$ cat src/rtl/i2c_pkg.sv
// Shared definitions for the I2C slave byte controllers.
//   - wr_state_t : byte-write sequencer states
//   - DATA_WIDTH_DEF : default bits per transfer
//   - ACK_LVL / NACK_LVL : SDA level the master drives in the ACK slot
package i2c_pkg;

    localparam int DATA_WIDTH_DEF = 8;

    localparam logic ACK_LVL  = 1'b0;
    localparam logic NACK_LVL = 1'b1;

    typedef enum logic [2:0] {
        ST_IDLE     = 3'd0,
        ST_SEND     = 3'd1,
        ST_GAP      = 3'd2,
        ST_ACK_RISE = 3'd3,
        ST_ACK_FALL = 3'd4
    } wr_state_t;

endpackage

$ cat src/rtl/i2c_scl_edge_detect.sv
// SCL edge detector shared by the slave byte controllers.
// Ports:
//   clk, rst  : clock, asynchronous active-high reset
//   scl_i     : synchronised SCL
//   scl_rise  : combinational, high the cycle SCL is first seen high
//   scl_fall  : combinational, high the cycle SCL is first seen low
// scl_last resets high (bus idle level) so a bus already idling high does
// not produce a spurious rise right after reset.
module i2c_scl_edge_detect (
    input  logic clk,
    input  logic rst,
    input  logic scl_i,
    output logic scl_rise,
    output logic scl_fall
);

    logic scl_last;

    always_ff @(posedge clk or posedge rst) begin
        if (rst) scl_last <= 1'b1;
        else     scl_last <= scl_i;
    end

    assign scl_rise = ~scl_last &  scl_i;
    assign scl_fall =  scl_last & ~scl_i;

endmodule

$ cat src/rtl/i2c_slave_write_byte_ctrl.sv
// Slave-side transmit sequencer: shifts one byte MSB first through the
// bit-write datapath, then releases SDA for the master's ACK/NACK slot.
// Ports:
//   clk, rst            : clock, asynchronous active-high reset
//   byte_write_en       : request, held for the whole transfer; low aborts
//   byte_write_i        : byte to send, captured when leaving IDLE
//   byte_write_finish   : one-cycle pulse after the ACK slot's SCL fall
//   ack_o               : 1 = master ACKed; held until the next capture
//   bit_write_en        : enable to the bit-write module
//   bit_write_i         : bit currently presented to the bit-write module
//   bit_write_finish    : bit slot complete pulse from the bit-write module
//   scl_i, sda_i        : synchronised bus lines
//   sda_release         : 1 = top level must tri-state SDA
module i2c_slave_write_byte_ctrl
    import i2c_pkg::*;
#(
    parameter int DATA_WIDTH = DATA_WIDTH_DEF
) (
    input  logic                  clk,
    input  logic                  rst,
    input  logic                  byte_write_en,
    input  logic [DATA_WIDTH-1:0] byte_write_i,
    output logic                  byte_write_finish,
    output logic                  ack_o,
    output logic                  bit_write_en,
    output logic                  bit_write_i,
    input  logic                  bit_write_finish,
    input  logic                  scl_i,
    input  logic                  sda_i,
    output logic                  sda_release
);

    localparam int CW = (DATA_WIDTH > 1) ? $clog2(DATA_WIDTH) : 1;

    wr_state_t             state;
    logic [CW-1:0]         cnt;
    logic [DATA_WIDTH-1:0] shift_reg;
    logic                  scl_rise;
    logic                  scl_fall;

    i2c_scl_edge_detect u_scl_edge (
        .clk      (clk),
        .rst      (rst),
        .scl_i    (scl_i),
        .scl_rise (scl_rise),
        .scl_fall (scl_fall)
    );

    // The next bit is already in the MSB during GAP; gating with the enable
    // keeps the line at 0 whenever the bit module is not being driven.
    assign bit_write_i = bit_write_en & shift_reg[DATA_WIDTH-1];

    always_ff @(posedge clk or posedge rst) begin
        if (rst) begin
            state             <= ST_IDLE;
            cnt               <= '0;
            shift_reg         <= '0;
            byte_write_finish <= 1'b0;
            ack_o             <= 1'b0;
            bit_write_en      <= 1'b0;
            sda_release       <= 1'b1;
        end else begin
            byte_write_finish <= 1'b0;
            // Abort takes priority over any event seen in the same cycle.
            if (state != ST_IDLE && !byte_write_en) begin
                state        <= ST_IDLE;
                bit_write_en <= 1'b0;
                sda_release  <= 1'b1;
            end else begin
                case (state)
                    ST_IDLE: begin
                        if (byte_write_en) begin
                            shift_reg    <= byte_write_i;
                            cnt          <= CW'(DATA_WIDTH - 1);
                            ack_o        <= 1'b0;
                            bit_write_en <= 1'b1;
                            sda_release  <= 1'b0;
                            state        <= ST_SEND;
                        end
                    end
                    ST_SEND: begin
                        if (bit_write_finish) begin
                            bit_write_en <= 1'b0;
                            if (cnt == '0) begin
                                sda_release <= 1'b1;
                                state       <= ST_ACK_RISE;
                            end else begin
                                shift_reg <= shift_reg << 1;
                                cnt       <= cnt - 1'b1;
                                state     <= ST_GAP;
                            end
                        end
                    end
                    // One low cycle of bit_write_en lets the bit module re-arm.
                    ST_GAP: begin
                        bit_write_en <= 1'b1;
                        state        <= ST_SEND;
                    end
                    ST_ACK_RISE: begin
                        if (scl_rise) begin
                            ack_o <= (sda_i == ACK_LVL);
                            state <= ST_ACK_FALL;
                        end
                    end
                    ST_ACK_FALL: begin
                        if (scl_fall) begin
                            byte_write_finish <= 1'b1;
                            state             <= ST_IDLE;
                        end
                    end
                    default: begin
                        bit_write_en <= 1'b0;
                        sda_release  <= 1'b1;
                        state        <= ST_IDLE;
                    end
                endcase
            end
        end
    end

endmodule

$ cat config.mk
export PLATFORM = sky130hd
export DESIGN_NAME = i2c_slave_write_byte_ctrl
export DESIGN_NICKNAME = d
export VERILOG_FILES = /design/src/rtl/i2c_pkg.sv /design/src/rtl/i2c_scl_edge_detect.sv /design/src/rtl/i2c_slave_write_byte_ctrl.sv
export SDC_FILE = /design/constraint.sdc
export NUM_CORES = 1
export LEC_CHECK = 0
export BUFFER_PORTS_ARGS = -buffer_cell sky130_fd_sc_hd__buf_2
export CAP_MARGIN = 25
export CORE_MARGIN = 2
export CORE_UTILIZATION = 49
export DETAILED_ROUTE_END_ITERATION = 16
export HOLD_SLACK_MARGIN = 0.03
export PLACE_DENSITY_LB_ADDON = 0.3
export SETUP_SLACK_MARGIN = 0.15
export SLEW_MARGIN = 10
export SYNTH_ARGS = -nofsm -noshare
export SYNTH_HDL_FRONTEND = slang
export SYNTH_HIERARCHICAL = 1
export SYNTH_SLANG_ARGS = --single-unit
$ cat constraint.sdc
create_clock -name clk -period 2.1 [get_ports clk]
set_clock_uncertainty 0.15 [all_clocks]
set_input_delay 0.42 -clock clk [delete_from_list [all_inputs] [get_ports clk]]
set_output_delay 0.42 -clock clk [all_outputs]
set_load 0.005 [all_outputs]
==> results.md, run 1 <==
* Outcome: complete, no violations
* Layout overhead on the synthesized area at 21.1%
* Setup TNS after final layout at 0 ns
* Number of design rule violations left after detail routing at 0
* Worst-case headroom to the max-slew limit at 0.542
* Post-route cell area at 1300 um2
* Hold Fails Final Rpt at 0
* Max Transition Viols Final at 0
* Endpoint of the most critical register-to-register path: shift_reg[5]$_DFFE_PP0P_
* Fraction of registers with async set/reset at 1.00
* Dominant cell type by area after synthesis: sky130_fd_sc_hd__dfrtp_1
* Mapped Avg Cell Area at 12.4 um2
* Data required time at the worst endpoint at 2.16 ns
* Fraction of final layout cells sized beyond drive strength 1 at 0.513
* Placeable core region at 2020 um2
* Initial cell density of the core at 0.532
* Final Wtd Congestion at 0.749
* Footprint of the flip-flops and latches at 478 um2
* Endpoint of the worst hold path: u_scl_edge/scl_last$_DFF_PP1_
* Number of buffers created by CTS at 3
* Per-cell via count in the routed design at 5.12
* Via count of the first global-routing pass at about 700
* Hold Path Stages at 1
* Detailed placement HPWL at 1380 um
* Critical path type: flop to flop
* Net count reported at finish at 130
* Category of the worst setup path launch point: flop
* Final worst path period need at 1.99 ns
* Distinct cell type count of the synthesized netlist at 32
* Part of the cycle the worst path needs at 0.949
* Number of rows in the core area at 16
* Instance area after placement at 1200 um2
* Max-cap violations at 0
* Area used by multi-input combinational logic at about 560 um2
* Post-synthesis cell area at 1070 um2
* Latest clock arrival within the worst-skew pair at 0.31 ns
* Global-route wire length before repair at 3410 um
* Proportion of netlist area held by the largest area contributor at 0.396
* Most frequently used flop master after synthesis: sky130_fd_sc_hd__dfrtp_1
* Top achievable clock speed at 502 MHz
* Total number of yosys warnings at 6
* Number of antenna violations at the first check in global routing at 0
* Overall power of the completed layout at 0.000968 W
* Worst ir drop on vdd at 0.401 mV
* Hold Path Origin: scl_i
* FF-to-FF Start: cnt[0]$_DFFE_PP0P_
* Total number of H-tree levels at 1
* Most area-consuming cells after synthesis: sky130_fd_sc_hd__dfrtp_1 (40%), sky130_fd_sc_hd__mux2_4 (22%), sky130_fd_sc_hd__dfstp_2 (4.9%)
* # fillers at around 160
* Die width at approximately 51 um
* Top-level I/O count at 19
* Busiest layer in global routing: met2
* Count of placed standard cells in the final layout, fillers left out at between 100 and 150
* Met2 usage at 0.276
* Total Routing Usage GR at 0.179
* RSZ-0062 raised after global routing: true
* Number of detailed-route iterations in the first pass at 4
* # port buffers at 18
* Sequential area share after synthesis at 0.445
* Crit path arrival time at slightly above 2 ns
* Remaining global-route overflow at 0
* Synth top cells by count: sky130_fd_sc_hd__dfrtp_1 (17), sky130_fd_sc_hd__mux2_4 (16), sky130_fd_sc_hd__inv_1 (9)
* CP endpoint kind: flop
* Transition time of the tightest slew-check pin at around 0.69 ns
* Routed via count at 717
* Die height at 50.8 um
* Number of setup violations in the final report at 0
* Clock input transition at the sequential cells of the worst setup and hold paths at 0.11 ns
* Met1 usage in global routing at 0.245
* Register-to-Register Setup Slack at between 0.1 and 0.15 ns
* Number of synthesized flops with an enable pin at 0
* Cell count after synthesis at 87
* Post-route antenna net violation count at 0
* Clock sink total at 19
* Maximum number of pins on one net before global-route repair at 19
* Largest buffer count on any clock path at 2
* Type of the worst min-delay path: input port to flop
* CTS tree: done
* Crit path max fanout at 8
* Inst Count DP at 131
* P per Cell Area at about 740 nW/um2
* Detailed router's first-iteration violation count at 13
* Clock tree root buffer cell: sky130_fd_sc_hd__clkbuf_4
* Register bit total from synthesis at 19
* Number of diodes at 0
* Post-DR wirelength/cell at roughly 14 um
* Area of the die at 2580 um2
* Number of flip-flops in the largest register at 8
* Routed WL at 1990 um
* Leading cell type by number of instances after synthesis: sky130_fd_sc_hd__dfrtp_1
* Leakage at about 0.64 nW
* Number of nets in the synthesized netlist at between 100 and 150
* R2R cell count at 7
* Met3 GRT Util at 0.0263
where the power goes:
part	switching, W	total [W]	internal (W)	leakage, nW
combinational	0.000106	0.000292	0.000185	0.397
sequential	0.0000442	0.000481	0.000436	0.224
clock	0.000122	0.000196	0.0000742	0.0150
total	0.000272	0.000968	0.000696	0.636
area by class of cell:
| class | instances | share of cell area |
|---|---|---|
| repair buffers | 26 | 0.130 |
| well taps | 27 | 0.0260 |
| flip-flops and latches | 19 | 0.367 |
| clock buffers | 4 | 0.0202 |
| multi-input cells | 55 | 0.431 |
| inverters | 9 | 0.0260 |
worst max-delay path by stage:
stage / startpoint / end / cells past startpoint
detailed placement: cnt[0]$_DFFE_PP0P_ / cnt[1]$_DFFE_PP0P_ / 7
global placement: cnt[0]$_DFFE_PP0P_ / shift_reg[5]$_DFFE_PP0P_ / 7
finish: cnt[0]$_DFFE_PP0P_ / shift_reg[5]$_DFFE_PP0P_ / 7
global route: cnt[0]$_DFFE_PP0P_ / shift_reg[2]$_DFFE_PP0P_ / 7
CTS: cnt[0]$_DFFE_PP0P_ / cnt[1]$_DFFE_PP0P_ / 7
floorplan: cnt[0]$_DFFE_PP0P_ / cnt[0]$_DFFE_PP0P_ / 7
stage by stage:
| stage | hold WS, ns | utilization | setup WS (ns) |
|---|---|---|---|
| final | 0.0634 | 0.644 | 0.108 |
| after global placement | 0.273 | 0.593 | 0.0698 |
| after floorplan | 0.160 | - | 0.151 |
| after global routing | 0.0585 | 0.644 | 0.0504 |
| after CTS | 0.0579 | 0.624 | 0.123 |
| after detailed placement | 0.276 | 0.593 | 0.0250 |
layout by cell type (no fill, tap or decap), types with 2 or more instances in the layout:
master / n
sky130_fd_sc_hd__nand2b_4: 2
sky130_fd_sc_hd__o21ai_0: 4
sky130_fd_sc_hd__nand2_1: 5
sky130_fd_sc_hd__inv_1: 7
sky130_fd_sc_hd__buf_2: 18
sky130_fd_sc_hd__a21oi_1: 3
sky130_fd_sc_hd__nor2_1: 2
sky130_fd_sc_hd__ha_4: 2
sky130_fd_sc_hd__mux2_4: 16
sky130_fd_sc_hd__dfstp_2: 2
sky130_fd_sc_hd__buf_4: 5
sky130_fd_sc_hd__dfrtp_1: 17
sky130_fd_sc_hd__inv_2: 2
sky130_fd_sc_hd__nand2b_1: 2
sky130_fd_sc_hd__clkbuf_4: 3
sky130_fd_sc_hd__and2b_2: 2
critical path, cell delays in order (launching register included):
cell,delay (ns)
sky130_fd_sc_hd__dfrtp_1,0.40
sky130_fd_sc_hd__inv_2,0.06
sky130_fd_sc_hd__ha_4,0.16
sky130_fd_sc_hd__ha_4,0.15
sky130_fd_sc_hd__nand2b_4,0.14
sky130_fd_sc_hd__a211oi_4,0.35
sky130_fd_sc_hd__buf_12,0.18
sky130_fd_sc_hd__mux2_4,0.30
routing by layer:
layer,vias to the layer above,share of wire
met1,343,0.49
li1,356,-
met4,0,0.017
met5,-,0
met2,13,0.46
met3,5,0.030
logic make-up after synthesis:
group           count (synthesis)  share of synthesized area
simple gates                   20                      0.120
flops                          19                      0.445
mux                            18                      0.243
compound gates                 15                      0.105
buf+inv                        13                     0.0640
fa+ha+maj                       2                     0.0233
what timing repair did:
item	4_1_cts	5_1_grt
endpoints found under the hold margin	1	0
setup buffers	2	2
setup endpoints to repair	11	10
hold buffers	1	0
resized for setup	3	5
pin swaps	3	3
(Power assumes the default switching activity.)
==> run 2, diff against run 1 <==
--- a/config.mk
+++ b/config.mk
@@ -8,7 +8,7 @@
 export BUFFER_PORTS_ARGS = -buffer_cell sky130_fd_sc_hd__buf_2
 export CAP_MARGIN = 25
 export CORE_MARGIN = 2
-export CORE_UTILIZATION = 49
+export CORE_UTILIZATION = 50
 export DETAILED_ROUTE_END_ITERATION = 16
 export HOLD_SLACK_MARGIN = 0.03
 export PLACE_DENSITY_LB_ADDON = 0.3
==> constraint.sdc (replaced) <==
create_clock -name clk -period 2.3 [get_ports clk]
set_clock_uncertainty 0.15 [all_clocks]
set_input_delay 0.46 -clock clk [delete_from_list [all_inputs] [get_ports clk]]
set_output_delay 0.46 -clock clk [all_outputs]
set_load 0.005 [all_outputs]
==> run 2 against run 1 <==
First-iteration DRC count fell by 54%. Non-clock buffer count fell by 4. Flip-flop and latch count did not move. Sequential share of layout area up 2.2 points. Final area shrank 5.7%. Wire length decreased by 9.6%. Power is 13% lower. Sequential power shrank 8.9%. Worst hold slack gained 0.055 ns. Via count shrank 5.3%. Utilization down 3.0 points. Cell count is 2.9% lower. Largest power group unchanged. Highest routed layer unchanged.
==> results.md, run 2 (synthesis results as in run 1) <==
* Transition time of the tightest slew-check pin at 0.677 ns (-0.00956 ns)
* Number of antenna violations at the first check in global routing at 0 (unchanged)
* # fillers at 171 (+8.2%)
* Initial cell density of the core at 0.537 (+0.00532)
* Worst hold-check slack at 0.118 ns (+0.0548 ns)
* Worst ir drop on vdd at 0.339 mV (-15%)
* Maximum number of pins on one net before global-route repair at 19 (unchanged)
* Count of placed standard cells in the final layout, fillers left out at 136 (-2.9%)
* CTS tree: done
* Cell family with most CP delay: flip-flops
* CP Buf/Inv Count at 2 (unchanged)
* Via count of the first global-routing pass at 713 (-0.56%)
* Post-route antenna net violation count at 0 (unchanged)
* Post-CTS repair timing setup buffer count at 0 (-2)
* Die width at 50.4 um (-0.92%)
* Type of the worst min-delay path: input port to flop
* Crit path arrival time at 2.08 ns (+0.03 ns)
* Inst Count DP at 131 (unchanged)
* Leakage at 0.621 nW (-2.3%)
* Total number of H-tree levels at 1 (unchanged)
* Clock sink total at 19 (unchanged)
* Number of detailed-route iterations in the first pass at 4 (unchanged)
* Fraction of final layout cells sized beyond drive strength 1 at 0.459 (-0.0546)
* Number of setup violations in the final report at 0 (unchanged)
* Number of design rule violations left after detail routing at 0 (unchanged)
* Placeable core region at 2000 um2 (-0.99%)
* Part of the cycle the worst path needs at 0.889 (-0.0594)
* Routed via count at 679 (-5.3%)
* Cell chain of the critical path: inv_1 -> ha_1 -> ha_1 -> nand2b_1 -> a211oi_4 -> buf_4 -> mux2_4
* Global-route wire length before repair at 3330 um (-2.2%)
* RSZ-0062 raised after global routing: false
* Final Wtd Congestion at 0.766 (+2.3%)
* Top-level I/O count at 19 (unchanged)
* Remaining global-route overflow at 0 (unchanged)
* CP max stage cell: sky130_fd_sc_hd__dfrtp_1
* Delay of the slowest critical-path stage at 0.39 ns (about the same)
* Hold Fails Final Rpt at 0 (unchanged)
* Routed WL at 1800 um (-9.6%)
* Net count reported at finish at 126 (-3.1%)
* Clock tree root buffer cell: sky130_fd_sc_hd__clkbuf_4
* # port buffers at 18 (unchanged)
* Latest clock arrival within the worst-skew pair at 0.29 ns (-0.02 ns)
* Data required time at the worst endpoint at 2.34 ns (+0.18 ns)
* Outcome: complete, no violations
* Detailed router's first-iteration violation count at 6 (-7)
* Final worst path period need at 2.05 ns (+0.0532 ns)
* Number of rows in the core area at 16 (unchanged)
* Most frequent cell on the critical path: sky130_fd_sc_hd__ha_1
* Setup TNS after final layout at 0 ns (unchanged)
* Worst-case headroom to the max-slew limit at 0.548 (+0.00638)
* Area used by multi-input combinational logic at 528 um2 (-5.8%)
* Max Transition Viols Final at 0 (unchanged)
* Clock input transition at the sequential cells of the worst setup and hold paths at 0.11 ns (about the same)
* Top achievable clock speed at 489 MHz (-2.6%)
* P per Cell Area at 686 nW/um2 (-7.8%)
* Leading cell types in the layout, fill and taps excluded: sky130_fd_sc_hd__buf_2 (18), sky130_fd_sc_hd__dfrtp_1 (17), sky130_fd_sc_hd__mux2_4 (16)
* Category of the worst setup path launch point: flop
* Post-DR wirelength/cell at 13.2 um (-7.0%)
* Most frequent standard cell in the layout excluding fill and tap cells: sky130_fd_sc_hd__buf_2
* Die height at 50.4 um (-0.92%)
* Footprint of the flip-flops and latches at 478 um2 (unchanged)
* Max-cap violations at 0 (unchanged)
* Number of diodes at 0 (unchanged)
* Detailed placement HPWL at 1330 um (-3.9%)
* Layout overhead on the synthesized area at 14.2%
* Largest buffer count on any clock path at 2 (unchanged)
* Area of the die at 2540 um2 (-1.8%)
* CP endpoint kind: flop
* Total Routing Usage GR at 0.177 (-0.00240)
* Number of buffers created by CTS at 3 (unchanged)
* Crit path max fanout at 5 (-3)
* Per-cell via count in the routed design at 4.99 (-2.5%)
* Number of flip-flops in the largest register at 8 (unchanged)
* Critical path type: flop to flop
-- run 2: changes by cell type in the layout (fill, tap and decap cells not counted) --
cell	previous run	this run
sky130_fd_sc_hd__clkinv_2	0	1
sky130_fd_sc_hd__buf_12	1	0
sky130_fd_sc_hd__inv_1	7	9
sky130_fd_sc_hd__clkbuf_1	1	0
sky130_fd_sc_hd__nand2b_4	2	1
sky130_fd_sc_hd__inv_2	2	0
sky130_fd_sc_hd__buf_4	5	2
sky130_fd_sc_hd__ha_4	2	0
sky130_fd_sc_hd__nand2b_1	2	3
sky130_fd_sc_hd__ha_1	0	2
-- run 2: final timing paths --
| check | startpoint | end | slack [ns] | cells past startpoint |
|---|---|---|---|---|
| setup / recovery | cnt[0]$_DFFE_PP0P_ | shift_reg[7]$_DFFE_PP0P_ | 0.25 | 7 |
| hold / removal | scl_i | u_scl_edge/scl_last$_DFF_PP1_ | 0.12 | 1 |
| setup reg to reg | cnt[0]$_DFFE_PP0P_ | shift_reg[7]$_DFFE_PP0P_ | 0.25 | 7 |
| hold reg to reg | shift_reg[5]$_DFFE_PP0P_ | shift_reg[5]$_DFFE_PP0P_ | 0.37 | 1 |
| max in group asynchronous | rst | state[1]$_DFFE_PP0P_ | 0.91 | 3 |
| min in group asynchronous | rst | u_scl_edge/scl_last$_DFF_PP1_ | 0.55 | 3 |
-- run 2: per-stage QoR --
stage	utilization	instance area (um2)	setup slack (ns)	power [W]
4_1_cts	0.611	1220	0.253	0.000851
5_1_grt	0.613	1230	0.144	0.000898
3_3_place_gp	0.593	1190	0.308	0.000669
2_1_floorplan	-	1070	0.351	0.000623
3_5_place_dp	0.593	1190	0.275	0.000678
6_report	0.613	1230	0.255	0.000842
-- run 2: per-layer routing --
layer	share of wire	GRT usage	vias to the layer above
met5	0	0	-
met4	0.0072	0.0676	0
met3	0.029	0.0268	2
met2	0.50	0.283	11
met1	0.46	0.243	324
li1	-	-	342
-- run 2: cell type report --
class | count | area share
clock inverter | 1 | 0.00408
timing repair buffer | 22 | 0.103
sequential | 19 | 0.389
tap | 27 | 0.0275
multi-input combinational | 55 | 0.430
clock buffer | 3 | 0.0183
inverter | 9 | 0.0275
-- run 2: worst reg2reg max path, cell delays in order (launching register included) --
cell and delay, ns:
sky130_fd_sc_hd__dfrtp_1 0.39, sky130_fd_sc_hd__inv_1 0.05, sky130_fd_sc_hd__ha_1 0.19, sky130_fd_sc_hd__ha_1 0.20, sky130_fd_sc_hd__nand2b_1 0.18, sky130_fd_sc_hd__a211oi_4 0.27
sky130_fd_sc_hd__buf_4 0.21, sky130_fd_sc_hd__mux2_4 0.30
-- run 2: power by group --
part	switching (W)	total [W]	internal [W]
combinational	0.0000854	0.000236	0.000150
clock	0.000103	0.000168	0.0000647
sequential	0.0000396	0.000438	0.000399
-- run 2: timing repair --
action	CTS	global route
resized for setup	0	1
setup endpoints to repair	0	1
hold endpoints to repair	1	0
hold buffers	1	0
